[src/rtl/cnt.sv]
// cnt: free-running n-bit binary up-counter with synchronous enable.
//
// Counts modulo 2**n while enabled and holds its value otherwise. tc flags
// the wrap-around cycle so that counters can be cascaded.
//
// Parameters:
//   n       counter width in bits, 1..32
// Ports:
//   Clk     clock; all state changes on the rising edge
//   resetn  synchronous active-low reset; clears q on a clock edge
//   en      count enable, sampled on the rising edge of Clk
//   q       current count value, driven straight from the register
//   tc      terminal count: en & (q == all ones), forced low during reset
module cnt #(
  parameter int unsigned n = 4
) (
  input  logic         Clk,
  input  logic         resetn,
  input  logic         en,
  output logic [n-1:0] q,
  output logic         tc
);

  // Reject unsupported widths at elaboration.
  if (n < 1 || n > 32) begin : g_width_check
    $error("cnt: parameter n must be in 1..32");
  end

  localparam logic [n-1:0] TermVal = {n{1'b1}};

  logic [n-1:0] q_d, q_q;

  // Priority: reset, then enable, then hold. Addition wraps naturally.
  always_comb begin
    q_d = q_q;
    if (!resetn) begin
      q_d = '0;
    end else if (en) begin
      q_d = q_q + n'(1);
    end
  end

  always_ff @(posedge Clk) begin
    q_q <= q_d;
  end

  assign q  = q_q;
  // Gating with resetn keeps tc low while a reset is pending, even if the
  // register still holds the terminal value.
  assign tc = resetn & en & (q_q == TermVal);

endmodule

[config.mk]
export PLATFORM = sky130hd
export DESIGN_NAME = cnt
export DESIGN_NICKNAME = d
export VERILOG_FILES = /design/src/rtl/cnt.sv
export SDC_FILE = /design/constraint.sdc
export NUM_CORES = 1
export LEC_CHECK = 0
export ABC_AREA = 0
export CAP_MARGIN = 10
export CORE_AREA = 3 3 40 42
export DETAILED_ROUTE_END_ITERATION = 8
export DIE_AREA = 0 0 43 45
export PLACE_DENSITY = 0.36
export SYNTH_ARGS = -nofsm -noshare
export SYNTH_HDL_FRONTEND = slang
export SYNTH_SLANG_ARGS = --single-unit
[constraint.sdc]
create_clock -name Clk -period 1.4 [get_ports Clk]
set_input_delay 0.28 -clock Clk [delete_from_list [all_inputs] [get_ports Clk]]
set_output_delay 0.28 -clock Clk [all_outputs]
set_load 0.05 [all_outputs]
==> results of run 1 <==
## cells by family (layout without fill, tap and decap cells)
family	after synthesis	after routing	share of synthesized area (%)
and+or+nand+nor	9	9	27.82
DFF	4	4	42.39
AOI/OAI and AO/OA	2	2	7.950
muxes	2	2	10.60
adders and majority gates	1	1	6.621
xor gates and xnor gates	1	1	4.637
buffers and inverters	0	14	0
## cell usage in the layout (no fill, tap or decap), drive strengths merged
master        synthesis  layout
buf                   0       9
dfxtp                 4       4
clkbuf                0       3
mux2i                 2       2
nand2                 2       2
nand3                 1       1
nor2                  1       1
nor2b                 1       1
xor2                  1       1
and2                  1       1
a21boi                1       1
and3b                 1       1
o21a                  1       1
or2b                  1       1
nand4                 1       1
ha                    1       1
dlymetal6s2s          0       1
dlygate4sd2           0       1
## stage by stage
step / cell area (sq um) / power, mW / TNS [ns] / hold slack, ns
6_report: 419.2 / 0.3608 / 0 / 0.5009
5_1_grt: 419.2 / 0.3815 / -0.006348 / 0.5548
4_1_cts: 401.6 / 0.3639 / 0 / 0.5082
3_5_place_dp: 360.3 / 0.2106 / -0.05990 / 0.4975
3_3_place_gp: 360.3 / 0.2108 / -0.05507 / 0.4835
2_1_floorplan: 206.4 / 0.1652 / 0 / 0.3974
## path summary, 6_finish.rpt
check             start   end  slack (ns)
setup / recovery   q[0]    tc        0.05
hold / removal     q[3]  q[3]        0.50
hold reg to reg    q[3]  q[3]        0.50
setup reg to reg   q[0]  q[2]        0.43
## where the power goes
part / leakage (nW) / internal (mW) / switching, mW
registers: 0.0350 / 0.122 / 0.00970
logic: 0.131 / 0.0487 / 0.0401
clock network: 0.0138 / 0.0958 / 0.0450
total: 0.180 / 0.266 / 0.0948
## repair_timing
item,CTS,global route
resized for setup,5,1
pin swaps,1,0
buffers inserted,0,2
gates cloned,0,0
endpoints found under the setup margin,1,1
## layout make-up
type | instances | share of cell area (%)
tap | 15 | 4.478
sequential | 4 | 21.49
clock buffer | 3 | 5.373
timing repair buffer | 11 | 36.12
multi-input combinational | 15 | 32.54
## worst register-to-register path, stage by stage, from the launching register on
cell and delay (ns):
dfxtp_4 0.35, ha_4 0.16, and3b_2 0.19, o21a_1 0.16
## layer usage
| metal | track usage [%] | vias up | wire length [um] |
|---|---|---|---|
| met4 | 5.422 | 0 | 0 |
| met1 | 5.036 | 88 | 170 |
| met5 | 0 | - | 0 |
| met2 | 6.287 | 6 | 214 |
| li1 | - | 94 | - |
| met3 | 4.382 | 0 | 47 |
==> impl_metrics.py, run 1 <==
metrics = {
    "finish": {
        "largest_register_ff_count": 4,
        "postLayoutCoreUtil_pct": 32.62,
        "fill_cells": 136,
        "area.growth.synth_to_final_pct": 121.9,
        "antennaDiodeCount": 0,
        "multi_input_comb_area_sq_um": 136.4,
        "drive_above_1_share_pct": 63.64,
        "instances_no_fill": 48,
        "seqCellArea_sq_um": 90.09,
        "fin_nets": 39,
    },
    "grt": {
        "antenna_found_initial": 0,
        "overflow": 0,
        "grt_start_max_net_pins": 6,
        "grt_pass1_wl_um": 655,
        "grt_pass1_vias": 170,
        "track_usage_pct": 5.154,
    },
    "yosys": {
        "synthArstFlopShare_pct": 0,
        "synthCells": 19,
        "synth_warnings": 0,
        "syn-cell-area_sq_um": 188.9,
        "ys_types": 14,
        "synth_most_common_cell": "dfxtp_1",
        "synth_nets": 23,
        "yosys_register_bits": 4,
        "seq_area_frac_synth_pct": 42.38,
        "synth_edf_count": 0,
        "ys_top_cells_by_area": "dfxtp_1, mux2i_1, ha_1, and3b_2, xor2_1",
        "yosys-top-cells-count": "dfxtp_1, mux2i_1, nand2_1",
        "ys.flop_type": "dfxtp_1",
        "yosys.area.top_type": "dfxtp_1",
        "yosysTopAreaCellShare_pct": 42.38,
        "syn_area_per_cell_sq_um": 9.944,
    },
    "critical_path": {
        "reg2reg_depth": 3,
        "cp_slowest_stage_delay_ns": 0.36,
        "worstPathRequired_ns": 1.12,
        "startpoint_type": "register",
        "critical_path_class": "register to primary output",
        "critical_path_arrival_ns": 1.07,
        "cp_slowest_cell": "dfxtp_4",
        "crit_chain": "ha_4 -> nand3_2 -> nor2_4 -> buf_12",
        "end_kind": "primary output",
        "cp_num_buf_inv": 1,
        "critical_path.max_fanout": 4,
        "cp_top_family": "flip-flops",
        "worst-path-stages": 4,
    },
    "die": {
        "die_area_sq_um": 1935,
        "die_x_um": 43,
        "row_count": 13,
        "num_io_pins": 8,
        "core_sq_um": 1285,
        "start_util_pct": 14.70,
        "die_height_um": 45,
    },
    "detailed_routing": {
        "via_per_inst": 3.917,
        "vias": 188,
        "drt-total-wl_um": 431,
        "routedWlPerCell_um": 8.979,
        "ant_nets": 0,
        "firstDrtPassIters": 1,
        "first_iter_violations": 0,
        "drc": 0,
    },
    "clocking": {
        "cts_root_buf": "clkbuf_4",
        "cts_buffers": 3,
        "htreeDepth": 1,
        "cts.sink_count": 4,
        "cts_buffer_depth": 2,
        "clk_pin_slew_ns": 0.04,
        "cts_tree": "done",
        "clk_latency_ns": 0.23,
        "cts_hold_buf": 0,
    },
    "timing": {
        "timing.fmax_ghz": 0.7400,
        "finClkSkew_ns": 0.002155,
        "finalHoldViolCount": 0,
        "drv_slew": 0,
        "slew_headroom_pct": 91.80,
        "final-setup-viol-count": 0,
        "layout_min_cycle_time_ns": 1.351,
        "worst_slack_ns": 0.04863,
        "worst_pin_slew_ns": 0.1195,
        "fin_crit_sh_pct": 96.53,
    },
    "min_path": {
        "whs_path_depth": 2,
        "min_path_type": "register to register",
    },
    "placed_design": {
        "dp.cells": 43,
        "gp_congestion": 0.6572,
        "dp_slack_ns": -0.05990,
        "io_buffers": 7,
    },
    "power": {
        "leakagePower_nw": 0.1798,
        "p_per_area_nw_per_um2": 860.8,
        "vdd_drop_max_v": 0.0003589,
    },
    "job": {
        "drv_cap": 0,
    },
    "run_status": {
        "status": "complete, no violations",
    },
}
Note: power is estimated with default switching activity, not from simulation.
==> inputs of run 2 (changes only) <==
==> constraint.sdc (replaced) <==
create_clock -name Clk -period 1.4 [get_ports Clk]
set_input_delay 0.21 -clock Clk [delete_from_list [all_inputs] [get_ports Clk]]
set_output_delay 0.21 -clock Clk [all_outputs]
set_load 0.05 [all_outputs]
==> run 2 against run 1 <==
Setup slack better by 0.043 ns. Power down 1.4%. Sequential power about the same. Via count down 4.3%. Critical path depth unchanged. Combinational power down 10%. Clock power about the same. Utilization down 1.7 points. First-iteration DRC count unchanged. Hold slack better by 0.043 ns. Largest cell class unchanged. Highest routed layer unchanged.
==> impl_metrics.py, run 2 (synthesis results as in run 1) <==
metrics = {
    "timing": {
        "grt_setup_unrepaired": "false",
        "slew_headroom_pct": 85.76,
        "timing.fmax_ghz": 0.7642,
        "layout_min_cycle_time_ns": 1.309,
        "finalHoldViolCount": 0,
        "hold_ws_ns": 0.5440,
        "worst_pin_slew_ns": 0.2132,
        "fin_crit_sh_pct": 93.46,
        "final-setup-viol-count": 0,
        "drv_slew": 0,
        "finClkSkew_ns": 0.0005564,
        "tns_ns": 0,
    },
    "grt": {
        "use_met1_pct": 6.971,
        "antenna_found_initial": 0,
        "grt_pass1_wl_um": 793,
        "grt_pass1_vias": 188,
        "grt_start_max_net_pins": 6,
        "gr-usage-met2_pct": 7.485,
        "use_met3_pct": 3.984,
        "track_usage_pct": 6.323,
        "overflow": 0,
        "grt.busiest_layer": "met2",
    },
    "power": {
        "p_per_area_nw_per_um2": 894.2,
        "vdd_drop_max_v": 0.0004322,
        "power_uw": 355.8,
        "leakagePower_nw": 0.1571,
    },
    "critical_path": {
        "startpoint_type": "register",
        "reg2reg_from": "q[0]",
        "critical_path.max_fanout": 4,
        "reg2reg_depth": 3,
        "worstPathRequired_ns": 1.19,
        "r2r_setup_slack_ns": 0.43,
        "crit_start": "q[0]",
        "critical_path_class": "register to primary output",
        "r2r_end": "q[2]",
        "end_kind": "primary output",
        "critical_path_arrival_ns": 1.10,
    },
    "die": {
        "row_count": 13,
        "die_x_um": 43,
        "core_sq_um": 1285,
        "num_io_pins": 8,
        "die_height_um": 45,
        "start_util_pct": 14.70,
        "die_area_sq_um": 1935,
    },
    "finish": {
        "fin_nets": 37,
        "antennaDiodeCount": 0,
        "seqCellArea_sq_um": 87.58,
        "instances_no_fill": 46,
        "mostFrequentLayoutCell": "buf_12",
        "multi_input_comb_area_sq_um": 133.9,
        "largest_register_ff_count": 4,
        "drive_above_1_share_pct": 51.61,
        "fill_cells": 129,
        "final_cell_mix": "buf_12, clkbuf_4",
        "area.growth.synth_to_final_pct": 110.6,
    },
    "clocking": {
        "cts_root_buf": "clkbuf_4",
        "clk_latency_ns": 0.23,
        "htreeDepth": 1,
        "cts_buffers": 3,
        "cts_setup_buffers": 0,
        "cts_tree": "done",
        "cts.sink_count": 4,
        "cts_buffer_depth": 2,
        "clk_pin_slew_ns": 0.04,
    },
    "min_path": {
        "whs_path_depth": 2,
        "min_path_type": "register to register",
        "min_from": "q[3]",
        "holdPathEnd": "q[3]",
    },
    "job": {
        "drv_cap": 0,
    },
    "detailed_routing": {
        "vias": 180,
        "firstDrtPassIters": 1,
        "via_per_inst": 3.913,
        "first_iter_violations": 0,
        "ant_nets": 0,
        "routedWlPerCell_um": 9.804,
        "drc": 0,
        "drt-total-wl_um": 451,
    },
    "placed_design": {
        "io_buffers": 7,
        "dp.cells": 43,
        "gp_congestion": 0.6282,
        "dp_hpwl_um": 346.5,
    },
    "run_status": {
        "status": "complete, no violations",
    },
}
[run 2: how the worst max path moves through the flow]
stage	slack, ns	depth (start not counted)	to
detailed placement	0.09	4	tc
floorplan	0.04	2	tc
finish	0.09	4	tc
global placement	0.09	4	tc
CTS	0.0003	4	tc
global route	0.02	4	tc
[run 2: cell type report]
class	instances	area share, %
clock buffers	3	5.660
multi-input cells	15	33.65
flip-flops and latches	4	22.01
well taps	15	4.717
repair buffers	9	33.96
[run 2: routing by layer]
metal  wire, um  up-vias
met5          0        -
met4          0        0
met3         36        0
met2        192        7
met1        222       82
li1           -       91
[run 2: report_power, final]
group | leakage [nW] | internal [mW] | switching, mW
combinational | 0.109 | 0.0435 | 0.0363
clock | 0.0138 | 0.0958 | 0.0461
sequential | 0.0339 | 0.121 | 0.0126
[run 2: critical path, cell delays in order, from the launching register on]
cell and delay [ns]:
dfxtp_4 0.38, ha_4 0.15, nand3_2 0.09, nor2_4 0.11
buf_12 0.14
[run 2: through the flow]
step           setup slack, ns  utilization [%]  area (sq um)
3_3_place_gp           0.09494            27.46         352.8
4_1_cts              0.0002963            30.19         387.9
6_report               0.09149            30.96         397.9
5_1_grt                0.01798            30.96         397.9
3_5_place_dp           0.09098            27.46         352.8
2_1_floorplan          0.03982                -         198.9
[run 2: timing repair]
item,in CTS,in global routing
hold buffers,0,0
endpoints found under the setup margin,1,1
pin swaps,1,1
gates resized for setup,4,1
